--- config.mk ---
export PLATFORM = sky130hd
export DESIGN_NAME = fetch_queue_stage
export DESIGN_NICKNAME = d
export VERILOG_FILES = /design/src/rtl/fetch_pkg.sv /design/src/rtl/fetch_fifo.sv /design/src/rtl/fetch_queue_stage.sv
export SDC_FILE = /design/constraint.sdc
export NUM_CORES = 1
export LEC_CHECK = 0
export CAP_MARGIN = 40
export CORE_ASPECT_RATIO = 1.2
export CORE_MARGIN = 3
export CORE_UTILIZATION = 40
export CTS_CLUSTER_SIZE = 10
export DETAILED_ROUTE_END_ITERATION = 8
export PLACE_DENSITY = 0.64
export REMOVE_ABC_BUFFERS = 1
export SYNTH_ARGS = -nofsm -noshare
export SYNTH_HDL_FRONTEND = slang
export SYNTH_HIERARCHICAL = 1
export SYNTH_SLANG_ARGS = --single-unit
--- constraint.sdc ---
create_clock -name clk -period 44 [get_ports clk]
set_input_delay 11 -clock clk [delete_from_list [all_inputs] [get_ports clk]]
set_output_delay 11 -clock clk [all_outputs]
set_load 0.02 [all_outputs]
--- src/rtl/fetch_pkg.sv ---
// fetch_pkg: shared constants, entry type and count-width helper for the fetch queue stage
package fetch_pkg;
  localparam logic [31:0] NOP = 32'h0000_0013;
  localparam int FETCH_XLEN = 32;
  typedef struct packed {
    logic [FETCH_XLEN-1:0] pc;
    logic [31:0]           instr;
    logic [FETCH_XLEN-1:0] pc4;
  } fetch_entry_t;
  function automatic int cnt_w(input int depth);
    return $clog2(depth + 1);
  endfunction
endpackage

--- src/rtl/fetch_fifo.sv ---
// fetch_fifo: DEPTH-entry synchronous FIFO with flush, combinational head read and occupancy count
module fetch_fifo import fetch_pkg::*; #(
  parameter int WIDTH = 8,
  parameter int DEPTH = 4
) (
  input  logic                      clk,
  input  logic                      rst,
  input  logic                      i_flush,
  input  logic                      i_push,
  input  logic                      i_pop,
  input  logic [WIDTH-1:0]          i_data,
  output logic [WIDTH-1:0]          o_data,
  output logic [cnt_w(DEPTH)-1:0]   o_count
);
  localparam int AW = $clog2(DEPTH);
  localparam int CW = cnt_w(DEPTH);
  logic [WIDTH-1:0] r_mem [DEPTH];
  logic [AW-1:0]    r_wptr, r_rptr;
  logic [CW-1:0]    r_count;
  always_ff @(posedge clk) begin
    if (rst || i_flush) begin
      r_wptr  <= '0;
      r_rptr  <= '0;
      r_count <= '0;
    end else begin
      r_wptr  <= r_wptr + AW'(i_push);
      r_rptr  <= r_rptr + AW'(i_pop);
      r_count <= r_count + CW'(i_push) - CW'(i_pop);
    end
  end
  always_ff @(posedge clk)
    if (i_push && !rst && !i_flush) r_mem[r_wptr] <= i_data;
  assign o_data  = r_mem[r_rptr];
  assign o_count = r_count;
endmodule

--- src/rtl/fetch_queue_stage.sv ---
// fetch_queue_stage: PC owner and fetch queue feeding decode over valid/ready with redirect flush.
// Optional perf counters are built when FETCH_PERF_CNT_EN is defined.
module fetch_queue_stage import fetch_pkg::*; #(
  parameter int               XLEN     = 32,
  parameter int               DEPTH    = 4,
  parameter logic [XLEN-1:0]  RESET_PC = '0
) (
  input  logic                     clk,
  input  logic                     reset,
  output logic [XLEN-1:0]          imem_addr,
  input  logic [31:0]              imem_instr,
  input  logic                     redirect_valid,
  input  logic [XLEN-1:0]          redirect_pc,
  output logic                     id_valid,
  input  logic                     id_ready,
  output logic [31:0]              id_instr,
  output logic [XLEN-1:0]          id_pc,
  output logic [XLEN-1:0]          id_pc4,
  output logic [cnt_w(DEPTH)-1:0]  q_count
`ifdef FETCH_PERF_CNT_EN
  ,
  output logic [31:0]              perf_fetched,
  output logic [31:0]              perf_stall
`endif
);
  localparam int CW = cnt_w(DEPTH);
  localparam logic [CW-1:0] FULL = CW'(DEPTH);
  typedef struct packed {
    logic [XLEN-1:0] pc;
    logic [31:0]     instr;
    logic [XLEN-1:0] pc4;
  } entry_t;
  logic [XLEN-1:0] r_pc, w_pc4;
  logic            w_pop, w_enq, w_full;
  entry_t          w_wr, w_head;
  assign w_pc4     = r_pc + XLEN'(4);
  assign w_full    = q_count == FULL;
  assign id_valid  = (q_count != '0) && !redirect_valid;
  assign w_pop     = id_valid && id_ready;
  assign w_enq     = !redirect_valid && (!w_full || w_pop);
  assign w_wr      = '{pc: r_pc, instr: imem_instr, pc4: w_pc4};
  assign imem_addr = r_pc;
  assign id_instr  = id_valid ? w_head.instr : NOP;
  assign id_pc     = id_valid ? w_head.pc : '0;
  assign id_pc4    = id_valid ? w_head.pc4 : '0;
  always_ff @(posedge clk) begin
    if (reset) r_pc <= RESET_PC;
    else if (redirect_valid) r_pc <= redirect_pc & ~XLEN'(3);
    else if (w_enq) r_pc <= w_pc4;
  end
  fetch_fifo #(.WIDTH($bits(entry_t)), .DEPTH(DEPTH)) u_fifo (
    .clk     (clk),
    .rst     (reset),
    .i_flush (redirect_valid),
    .i_push  (w_enq),
    .i_pop   (w_pop),
    .i_data  (w_wr),
    .o_data  (w_head),
    .o_count (q_count)
  );
`ifdef FETCH_PERF_CNT_EN
  // Both counters stick at all-ones rather than wrapping
  always_ff @(posedge clk) begin
    if (reset) begin
      perf_fetched <= '0;
      perf_stall   <= '0;
    end else begin
      if (w_pop && !(&perf_fetched)) perf_fetched <= perf_fetched + 32'd1;
      if (w_full && !w_pop && !redirect_valid && !(&perf_stall)) perf_stall <= perf_stall + 32'd1;
    end
  end
`endif
endmodule

==> summary.md <==
| Metric | Value |
|---|---|
| Average size of a mapped cell | 18.2 um2 |
| Fmax | approximately 40 MHz |
| Clk_lat worst skew | 0.55 ns |
| Critical path, cell by cell | buf_2 -> buf_4 -> nor2_4 -> buf_4 -> and2_1 -> clkdlybuf4s50_1 |
| H-tree Lvls | 2 |
| Seq/Total Area, Yosys | just over 70% |
| DR vias/cell | ~5.4 |
| Largest net degree at the start of global routing | 67 |
| Internal power | 0.676 mW |
| Synth Instances | 945 |
| Share of post-route cells with drive strength above 1 | ~15% |
| Sequential power share | 52.7% |
| Final-report hold violation count | 0 |
| Antenna-violating nets left | 0 |
| Final layout net count | roughly 1,200 |
| Clk_skew | 0.0152 ns |
| CTS Sinks | 421 |
| Max-cap violations | 0 |
| CP endpoint kind | output port |
| TritonCTS clock tree | yes |
| Async SR Flop Fraction | 0% |
| TritonCTS Buffers | 48 |
| Number of core rows | 82 |
| Mapped cell area | roughly 17,000 um2 |
| IO buf count | 195 |
| Part of the power in the clock network | 40.9% |
| CTS Buffer Depth | 3 |
| Crit path kind | input pin to output port |
| Slowest cell on crit path | nor2_4 |
| Worst path required time | 33.00 ns |
| Startpoint Class | input pin |
| Diodes inserted | 0 |
| Synth unique cells | 56 |
| Top FF cell, synth | edfxtp_1 |
| Clock period minus final worst setup slack | 24.72 ns |
| Die Wd | 195 um |
| Synthesis-to-finish area growth | 23.2% |
| Total Routed Length | 39.0 mm |
| 1st-pass router iterations | 5 |
| Fin crit share | 56.2% |
| DIE AREA | approximately 45,000 um2 |
| RSZ-0062 raised after global routing | false |
| Pwr/cell area | 40.6 nW/um2 |
| Grt ovf | 0 |
| Initial core utilization | 40.8% |
| Cell repeated most along the worst path | buf_4 |
| First-pass GRT wire length | between 60 and 70 mm |
| Post-CTS sizing | 0 |
| Hold crit path type | register to register |
| Drt wl/cell | 22.4 um |
| Most frequent cells after synthesis | edfxtp_1 (384), and2_1 (101), mux4_2 (96), clkbuf_1 (39), dfxtp_1 (37) |
| Clock Root Buffer | clkbuf_16 |
| Final Setup Violations | 0 |
| Synth area leader | edfxtp_1 |
| Sw frac | 21.1% |
| Setup TNS | 0 ns |
| DRC | 0 |
| I/O pin cnt | 200 |
| Post-synth EDFFs | 384 |
| Critical Path AT | 13.72 ns |
| Max Slew Vio Count | 0 |
| Synth Register Bits | roughly 420 |
| 1st-iter DRT viols | between 500 and 600 |
| Initial antenna violation count | 1 |
| Worst rel slew slack | between 40% and 50% |
| Critical Path Max Stage Delay | approximately 0.70 ns |
| Yosys top cell area share | 67.2% |
| Leak | 6.70 nW |
| Status | finished, final reports clean |
| Switching Power | approximately 0.18 mW |
| Max IR drop VDD | 0.0000305 V |
| Comb pwr share | 6.4% |
| FILL cells | 3,536 |
| Crit-path max FO | between 60 and 70 |
| HPWL after DPL | 23.0 mm |
| Core region area | about 42,000 um2 |
| Via count | 9,311 |
| Number of global-route vias before repair | 9,994 |
| Area contributors post-synth | edfxtp_1 (67%), mux4_2 (13%), dfxtp_1 (4.3%), and2_1 (3.7%), xnor2_1 (1.1%) |
| GRT Overall Usage | between 10% and 20% |
| Final core occ | 50.3% |
| Clk slew on worst S/H paths | 0.05 ns |
| Hold_buf cts | 0 |
| Setup bufs post-CTS | 0 |
| Slew @ Worst Pin | 0.881 ns |
| Die height | 233 um |
| Synth warn | 6 |
| Count leader, synth | edfxtp_1 |
| GPL Wtd Cong | 0.769 |
[per-layer routing]
metal  vias up  part of all wire (%)  track usage [%]
li1       4163                     -                -
met1      4788                    42             22.7
met2       300                    50             29.6
met3        60                   6.5             3.65
met4         0                   2.2             4.46
met5         -                     0                0
[cells by family after synthesis]
group	count (synthesis)	synth area share [%]
xor gates and xnor gates	37	1.97
buffers and inverters	78	2.32
AOI/OAI and AO/OA	56	2.49
DFF	421	71.5
and+or+nand+nor	249	8.57
other	1	0.0218
muxes	97	12.7
adders and majority gates	6	0.481
[worst max-delay path, delay by kind of cell]
kind / cells / cell delay (ns)
AND/OR/NAND/NOR: 2 / 0.99
buffers and inverters: 4 / 1.69
[placed cells by master, fill, tap and decap left out, types with 15 or more instances in the layout]
cell / count
clkdlybuf4s50_1: 194
xnor2_1: 22
and2_1: 101
conb_1: 18
nand2_1: 29
mux4_2: 96
nand3_1: 15
clkbuf_1: 29
buf_4: 16
nor2_1: 31
edfxtp_1: 384
clkbuf_16: 49
dfxtp_1: 35
[cell type report]
class / count / area, um2 / share of cell area, %
inverter: 14 / 52.6 / 0.249
clock buffer: 79 / 1350 / 6.38
tap: 546 / 683 / 3.23
multi-input combinational: 463 / 4600 / 21.8
sequential: 421 / 12300 / 58.1
timing repair buffer: 215 / 2180 / 10.3
[per-stage QoR]
stage	setup WS [ns]	instance area, um2	instances	hold WS, ns	power, mW
floorplan	19.50	16900	898	0.519	0.486
global placement	19.19	19700	1655	0.560	0.514
detailed placement	19.16	19800	1659	0.577	0.516
CTS	19.17	21100	1738	0.587	0.869
global route	18.99	21100	1738	0.613	0.889
finish	19.28	21100	1738	0.584	0.858
[power groups by stage]
stage               sequential (mW)  combinational, mW  clock, mW
floorplan                     0.462             0.0238          0
global placement              0.460             0.0543          0
detailed placement            0.461             0.0552          0
CTS                           0.452             0.0554      0.361
global route                  0.453             0.0589      0.377
finish                        0.452             0.0545      0.351
[path summary, 6_finish.rpt]
kind,startpoint,endpoint,slack (ns),depth (start not counted)
setup / recovery,redirect_valid,id_pc[13],19.28,6
hold / removal,imem_addr[28],u_fifo/r_mem[2][92],0.58,0
setup reg to reg,u_fifo/o_count[1],u_fifo/r_mem[2][37],40.52,6
hold reg to reg,imem_addr[28],u_fifo/r_mem[2][92],0.58,0
[state kept, by name, summed over array words and instances (netlist names)]
register and flops:
u_fifo/r_mem 384, u_fifo/r_rptr 2, imem_addr 30, u_fifo/o_count 3, u_fifo/r_wptr 2
Note: power is estimated with default switching activity, not from simulation.
